**config.mk**
```make
export PLATFORM = sky130hd
export DESIGN_NAME = circuito_sequencia_param
export DESIGN_NICKNAME = d
export VERILOG_FILES = /design/src/rtl/circuito_sequencia_param.sv
export SDC_FILE = /design/constraint.sdc
export NUM_CORES = 1
export LEC_CHECK = 0
export BUFFER_PORTS_ARGS = -buffer_cell sky130_fd_sc_hd__buf_2
export CAP_MARGIN = 20
export CORE_MARGIN = 5
export CORE_UTILIZATION = 40
export DETAILED_ROUTE_END_ITERATION = 16
export PLACE_DENSITY = 0.78
export SLEW_MARGIN = 10
export SYNTH_ARGS = -nofsm -noshare
export SYNTH_HDL_FRONTEND = slang
export SYNTH_SLANG_ARGS = --single-unit
```
**constraint.sdc**
```tcl
create_clock -name clock -period 1.3 [get_ports clock]
set_input_delay 0.26 -clock clock [delete_from_list [all_inputs] [get_ports clock]]
set_output_delay 0.26 -clock clock [all_outputs]
set_load 0.005 [all_outputs]
```
**src/rtl/circuito_sequencia_param.sv**
```systemverilog
// Sequence memory game core: walks a DEPTH-word ROM comparing one play per word.
// Optional play timeout is enabled by defining CIRCUITO_SEQUENCIA_TIMEOUT_EN.
module circuito_sequencia_param #(
    parameter int    DATA_W         = 4,
    parameter int    DEPTH          = 16,
    parameter string MEM_FILE       = "",
    parameter int    TIMEOUT_CYCLES = 5000,
    localparam int   ADDR_W         = $clog2(DEPTH)
) (
    input  logic              clock,
    input  logic              reset,
    input  logic              iniciar,
    input  logic              jogada,
    input  logic [DATA_W-1:0] chaves,
    output logic              pronto,
    output logic              acertou,
    output logic              errou,
    output logic              db_igual,
    output logic              db_jogada,
    output logic              db_timeout,
    output logic [ADDR_W-1:0] db_contagem,
    output logic [DATA_W-1:0] db_memoria,
    output logic [DATA_W-1:0] db_chaves,
    output logic [3:0]        db_estado
);

    typedef enum logic [3:0] {
        INICIAL    = 4'h0,
        PREPARACAO = 4'h1,
        ESPERA     = 4'h2,
        REGISTRA   = 4'h4,
        COMPARA    = 4'h5,
        PROXIMO    = 4'h6,
        FIM_ACERTO = 4'hA,
        FIM_ERRO   = 4'hE
    } estado_t;

    estado_t           estado;
    estado_t           estado_prox;
    logic [ADDR_W-1:0] contagem;
    logic [DATA_W-1:0] chaves_reg;
    logic [DATA_W-1:0] rom_dado;
    logic              jogada_ant;
    logic              pulso;
    logic              igual;
    logic              ultimo;
    logic              expirou;

    assign rom_dado = DATA_W'(contagem);

    assign igual  = (chaves_reg == rom_dado);
    assign ultimo = (contagem == ADDR_W'(DEPTH - 1));

`ifdef CIRCUITO_SEQUENCIA_TIMEOUT_EN
    localparam int TW = $clog2(TIMEOUT_CYCLES + 1);

    logic [TW-1:0] espera_cnt;
    logic          flag_timeout;

    assign expirou = (espera_cnt == TW'(TIMEOUT_CYCLES - 1));

    // Counter is held at 0 outside ESPERA so every entry starts fresh
    always_ff @(posedge clock) begin
        if (!reset) begin
            espera_cnt   <= '0;
            flag_timeout <= 1'b0;
        end else begin
            if (estado == ESPERA)
                espera_cnt <= espera_cnt + TW'(1);
            else
                espera_cnt <= '0;

            if (estado == PREPARACAO)
                flag_timeout <= 1'b0;
            else if (estado == ESPERA && !pulso && expirou)
                flag_timeout <= 1'b1;
        end
    end

    assign db_timeout = flag_timeout && (estado == FIM_ERRO);
`else
    assign expirou    = 1'b0;
    assign db_timeout = 1'b0;
`endif

    always_comb begin
        estado_prox = estado;
        case (estado)
            INICIAL:
                if (iniciar) estado_prox = PREPARACAO;
            PREPARACAO:
                estado_prox = ESPERA;
            ESPERA:
                if (pulso)
                    estado_prox = REGISTRA;
                else if (expirou)
                    estado_prox = FIM_ERRO;
            REGISTRA:
                estado_prox = COMPARA;
            COMPARA:
                if (!igual)
                    estado_prox = FIM_ERRO;
                else if (ultimo)
                    estado_prox = FIM_ACERTO;
                else
                    estado_prox = PROXIMO;
            PROXIMO:
                estado_prox = ESPERA;
            FIM_ACERTO, FIM_ERRO:
                if (iniciar) estado_prox = PREPARACAO;
            default:
                estado_prox = INICIAL;
        endcase
    end

    // Status flags are registered from the next state so they align with estado
    always_ff @(posedge clock) begin
        if (!reset) begin
            estado     <= INICIAL;
            contagem   <= '0;
            chaves_reg <= '0;
            jogada_ant <= 1'b0;
            pulso      <= 1'b0;
            pronto     <= 1'b0;
            acertou    <= 1'b0;
            errou      <= 1'b0;
        end else begin
            estado     <= estado_prox;
            jogada_ant <= jogada;
            pulso      <= jogada && !jogada_ant;
            pronto     <= (estado_prox == FIM_ACERTO) ||
                          (estado_prox == FIM_ERRO);
            acertou    <= (estado_prox == FIM_ACERTO);
            errou      <= (estado_prox == FIM_ERRO);

            if (estado == PREPARACAO) begin
                contagem   <= '0;
                chaves_reg <= '0;
            end
            if (estado == REGISTRA)
                chaves_reg <= chaves;
            if (estado == PROXIMO)
                contagem <= contagem + ADDR_W'(1);
        end
    end

    assign db_igual    = igual;
    assign db_jogada   = pulso;
    assign db_contagem = contagem;
    assign db_memoria  = rom_dado;
    assign db_chaves   = chaves_reg;
    assign db_estado   = estado;

endmodule

```
# After elaboration in Yosys (flattened, before gate mapping)
# Cells that the tools add are included.
# classes
n_addsub	1
n_eq_ne	11
muxes	8
reduce_logical	8
# op_table
op	count
4-bit 2-to-1 mux	7
4-bit equality test, second input constant	5
4-bit one-hot mux with 5 select lines	1
4-bit by 3-bit equality test with 1-bit output, second input constant	3
4-bit by 1-bit adder with 4-bit output, second input constant	1
4-bit by 1-bit equality test with 1-bit output, second input constant	1
4-bit by 2-bit equality test with 1-bit output, second input constant	1
4-bit equality test	1
4-bit logical NOT	1
2-bit nonzero test	2
3-bit OR reduction	1
2-bit OR reduction	1
1-bit logical AND	1
1-bit logical NOT	1
1-bit logical OR	1
# word_totals
register_bits	17
input_bits	8
output_inout_bits	22
wordCells	36

# Depth between registers and ports, before layout
# depth
word_depth	6
depth_mapped	6
ltp_nobuf	5

# Least setup slack after synthesis
# OpenSTA, ideal clock, no wires.
# synth_timing
path_type	register -> register
start	register estado[2], in the netlist db_estado[2]
end	register contagem[1], in the netlist db_contagem[1]
setup_time_ps	118
arrival_ps	1194
required_ps	1182
setup_slack_ps	-12
stages_incl_launch_ff	6
n_path_buf	1
synth_period_minus_slack_ps	1312
cell_sequence	dfxtp_1 buf_4 or3b_1 a21o_1 a22oi_1 nor2b_1
# synth_via
elab_chain_len	2
word_cells_on_any_way	4
classes_between	2 x eq/ne; 1 x mux; 1 x reduce/logical
# synth_lines
element	line_no	text
start, declared	38	estado_t estado;
start signal, assigned	128	estado <= estado_prox;
4-bit by 3-bit equality test with 1-bit output or 4-bit by 1-bit equality test with 1-bit output (tied branches)	142, 136	
4-bit 2-to-1 mux or 2-bit nonzero test (tied branches)	n/a	
end signal, assigned	143	contagem <= contagem + ADDR_W'(1);
end, declared	40	logic [ADDR_W-1:0] contagem;
# Parallel ways exist; a longest one is shown, timed or not.
# A chain may end at the register's enable or synchronous reset.

# Final worst setup path
# layout_timing
start	register contagem[1], in the netlist db_contagem[1]
end	output port db_igual
# layout_via
elab_chain_len	1
# layout_lines
element	line_no	text
4-bit equality test	51	assign igual = (chaves_reg == rom_dado);
end, declared	18	output logic db_igual,
# No other way between the ends.

==> results.md <==
| Metric | Value |
|:---|:---|
| Antenna violation net count after detailed routing | 0 |
| # setup viols final | 6 |
| Sequential cell area fraction in the yosys report | 0.371 |
| Unrepaired setup endpoints after global routing | yes |
| Floorplan row count | 17 |
| Min Clock Period, post-route | 1.60 ns |
| Maximum number of buffers from clock root to sink | 2 |
| Commonest register cell after synthesis | sky130_fd_sc_hd__dfxtp_1 |
| Layout-stage area growth over the synthesis result | 38.1% |
| Worst Setup End Kind | output pin |
| FF+latch count, synth | 17 |
| Endpoint of the worst hold-timing path | jogada_ant |
| Cell depth of the worst flop-to-flop path | 6 |
| Worst-path clk slew | 0.10 ns |
| # clock sinks | 17 |
| Post-route met1 wirelength | 991 um |
| Post-synth top area cell | sky130_fd_sc_hd__dfxtp_1 |
| Top cells by area in the synthesized netlist | sky130_fd_sc_hd__dfxtp_1 37%, sky130_fd_sc_hd__buf_4 6.5%, sky130_fd_sc_hd__a21o_1 4.9% |
| Top fanout value on the critical path | 3 |
| Worst path bufs/invs | 1 |
| Overall die width | 57.9 um |
| Crit-path leading delay family | flip-flops |
| Most frequent cells in the layout | 27 x sky130_fd_sc_hd__buf_2, 18 x sky130_fd_sc_hd__buf_4, 10 x sky130_fd_sc_hd__dfxtp_1 |
| Number of I/O port buffers | 28 |
| Core Box Area | 2190 um2 |
| Standby leakage power | 0.613 nW |
| Most common library cell in the layout ignoring fill and taps | sky130_fd_sc_hd__buf_2 |
| Starting Density | 0.419 |
| Post-synth EDFFs | 0 |
| Final critical-path share of the clock period | 1.23 |
| Clock tree from TritonCTS | built |
| Area share of the leading cell type in the synthesized netlist | 0.371 |
| Power, Total | 0.000955 W |
| First-pass GRT wire length | 3710 um |
| Worst-Skew Late Latency | 0.30 ns |
| Uppermost signal routing layer after detailed routing | met4 |
| Estimated wirelength of the detail-placed design | 1610 um |
| Initial antenna violation count | 0 |
| Flop-to-flop setup slack | -0.20 ns |
| Maximum number of pins on one net before global-route repair | 14 |
| Total Nets Final | 154 |
| 1st-pass router iterations | 4 |
| Count of hold-fix buffers inserted at cts | 0 |
| Routed wire length on met2 | 1070 um |
| Worst Slack Setup Final | -0.297 ns |
| Post-synthesis average cell area | 9.08 um2 |
| Total CTS buffers | 3 |
| DR DRC count | 0 |
| RR Startpoint | db_contagem[1] |
| Worst Path Arrival | 1.34 ns |
| Ratio of routed vias to standard cells | 5.15 |
| Count of distinct cell types in the synthesized netlist | 29 |
| Endpoints failing hold | 0 |
| Violations in the final reports | setup timing |
| Overall overflow remaining after global route | 0 |
| Worst flop-to-flop path endpoint | acertou |
| Routability cong. | 0.795 |
| Critical path startpoint category | register |
| Maximum resistive drop on vdd | 0.618 mV |
| Critical path type | register to output pin |
| Synth async-reset ratio | 0 |
| Overall routing resource usage | 0.141 |
| Hold depth | 2 |
| Via count of the first global-routing pass | 848 |
| Crit-path cells | xor2_1 -> nor4_4 -> buf_2 |
| Number of pins exceeding their max-slew limit in the final report | 0 |
| Placed cell count | 162 |
| Routed Wire Length | 2280 um |
| Detailed-route via count | 885 |
| 1st-iter DRT viols | 21 |
| Delay of the slowest cell on the worst path | 0.35 ns |
| Clock H-tree levels | 1 |
| Net Count, Synth | 110 |
| Worst min-delay path class | input pin to register |
| Maxcap violations | 0 |
| Routed wl met3 | 183 um |
| Crit-path slowest cell | sky130_fd_sc_hd__dfxtp_2 |
| Die ar. | 3350 um2 |
| Worst clock skew on the final layout | 0.00351 ns |
| Layout cells sized above 1 | 0.486 |
| Worst EP required | 1.04 ns |
| Pre-CTS setup slack | -0.0276 ns |
| Num ports | 30 |
| Outcome | finished with violations |
| Avg WL per Cell | 13.2 um |
| Hold path startpoint | jogada |
| Number of synthesis warnings | 0 |
| Root buf cell | sky130_fd_sc_hd__clkbuf_4 |
| Synthesized instance count | 101 |
| Highest clock rate | 626 MHz |
| Synth Cell Area | 917 um2 |
| Setup TNS Final | -0.862 ns |
| Height of the chip | 57.9 um |
| Ant. Diodes | 0 |
| Final std cells w/o fill | 172 |
| Power per standard cell area | 754 nW/um2 |
## metal layers
metal | GRT usage | vias to the layer above
met5 | 0 | -
met4 | 0.0298 | 0
met3 | 0.0579 | 5
met2 | 0.235 | 31
met1 | 0.170 | 417
li1 | - | 432
## worst register-to-register path: cells and delay by family, from the launching register on
family,cells,cell delay (ns)
and+or+nand+nor,2,0.47
DFF,1,0.35
buffers and inverters,2,0.28
xor gates and xnor gates,1,0.18
AOI/OAI and AO/OA,1,0.18
## area by class of cell
class,instances,area (um2)
fill,201,925
multi-input combinational,74,532
sequential,17,357
timing repair buffer,49,315
tap,28,35.0
clock buffer,3,22.5
clock inverter,1,5.00
## logic make-up after synthesis
group / after synthesis / synth area share
multiplexers: 2 / 0.0218
XOR/XNOR: 4 / 0.0382
adder cells (fa/ha/maj): 1 / 0.0136
other: 1 / 0.00409
flip-flops: 17 / 0.371
AND/OR/NAND/NOR: 43 / 0.300
buffers and inverters: 10 / 0.0737
AO/OA/AOI/OAI: 23 / 0.177
## synth_stat cells (all sizes together) (3+ instances only)
| library cell | number |
|---|---|
| and2 | 3 |
| a21boi | 4 |
| nand2b | 5 |
| a21o | 6 |
| dfxtp | 17 |
| nor2 | 4 |
| o21ai | 5 |
| a21oi | 3 |
| nand2 | 8 |
| buf | 8 |
| nand3 | 5 |
| xor2 | 4 |
| nor2b | 7 |
## flip-flops by register name, summed over array words and instances, names as in the netlist
register     flops
acertou          1
db_chaves        4
db_contagem      4
db_estado        4
db_jogada        1
errou            1
jogada_ant       1
pronto           1
## repair_timing
action	in CTS	in global routing
setup buffers	2	4
gates resized for setup	7	15
pin swaps	2	4
endpoints found under the setup margin	11	13
## how the worst max path moves through the flow
stage                   start             end  slack (ns)  depth (start not counted)
2_1_floorplan    db_estado[2]  db_contagem[3]     0.00006                          4
3_3_place_gp     db_estado[1]  db_contagem[1]       0.004                          4
3_5_place_dp   db_contagem[1]        db_igual       -0.03                          3
4_1_cts          db_chaves[3]        db_igual       -0.28                          3
5_1_grt        db_contagem[1]        db_igual       -0.35                          3
6_report       db_contagem[1]        db_igual       -0.30                          3
## report_power, final
group,leakage [nW],internal (W),switching [W]
Clock,0.0177,0.000115,0.000173
Combinational,0.453,0.0000732,0.0000570
Sequential,0.142,0.000527,0.00000993
## stage by stage
stage	hold WS, ns	util	cell area [um2]
after floorplan	0.367	-	926
after global placement	0.375	0.520	1140
after detailed placement	0.380	0.520	1140
after CTS	0.180	0.545	1190
after global routing	0.203	0.578	1270
final	0.185	0.578	1270
(Power assumes the default switching activity.)
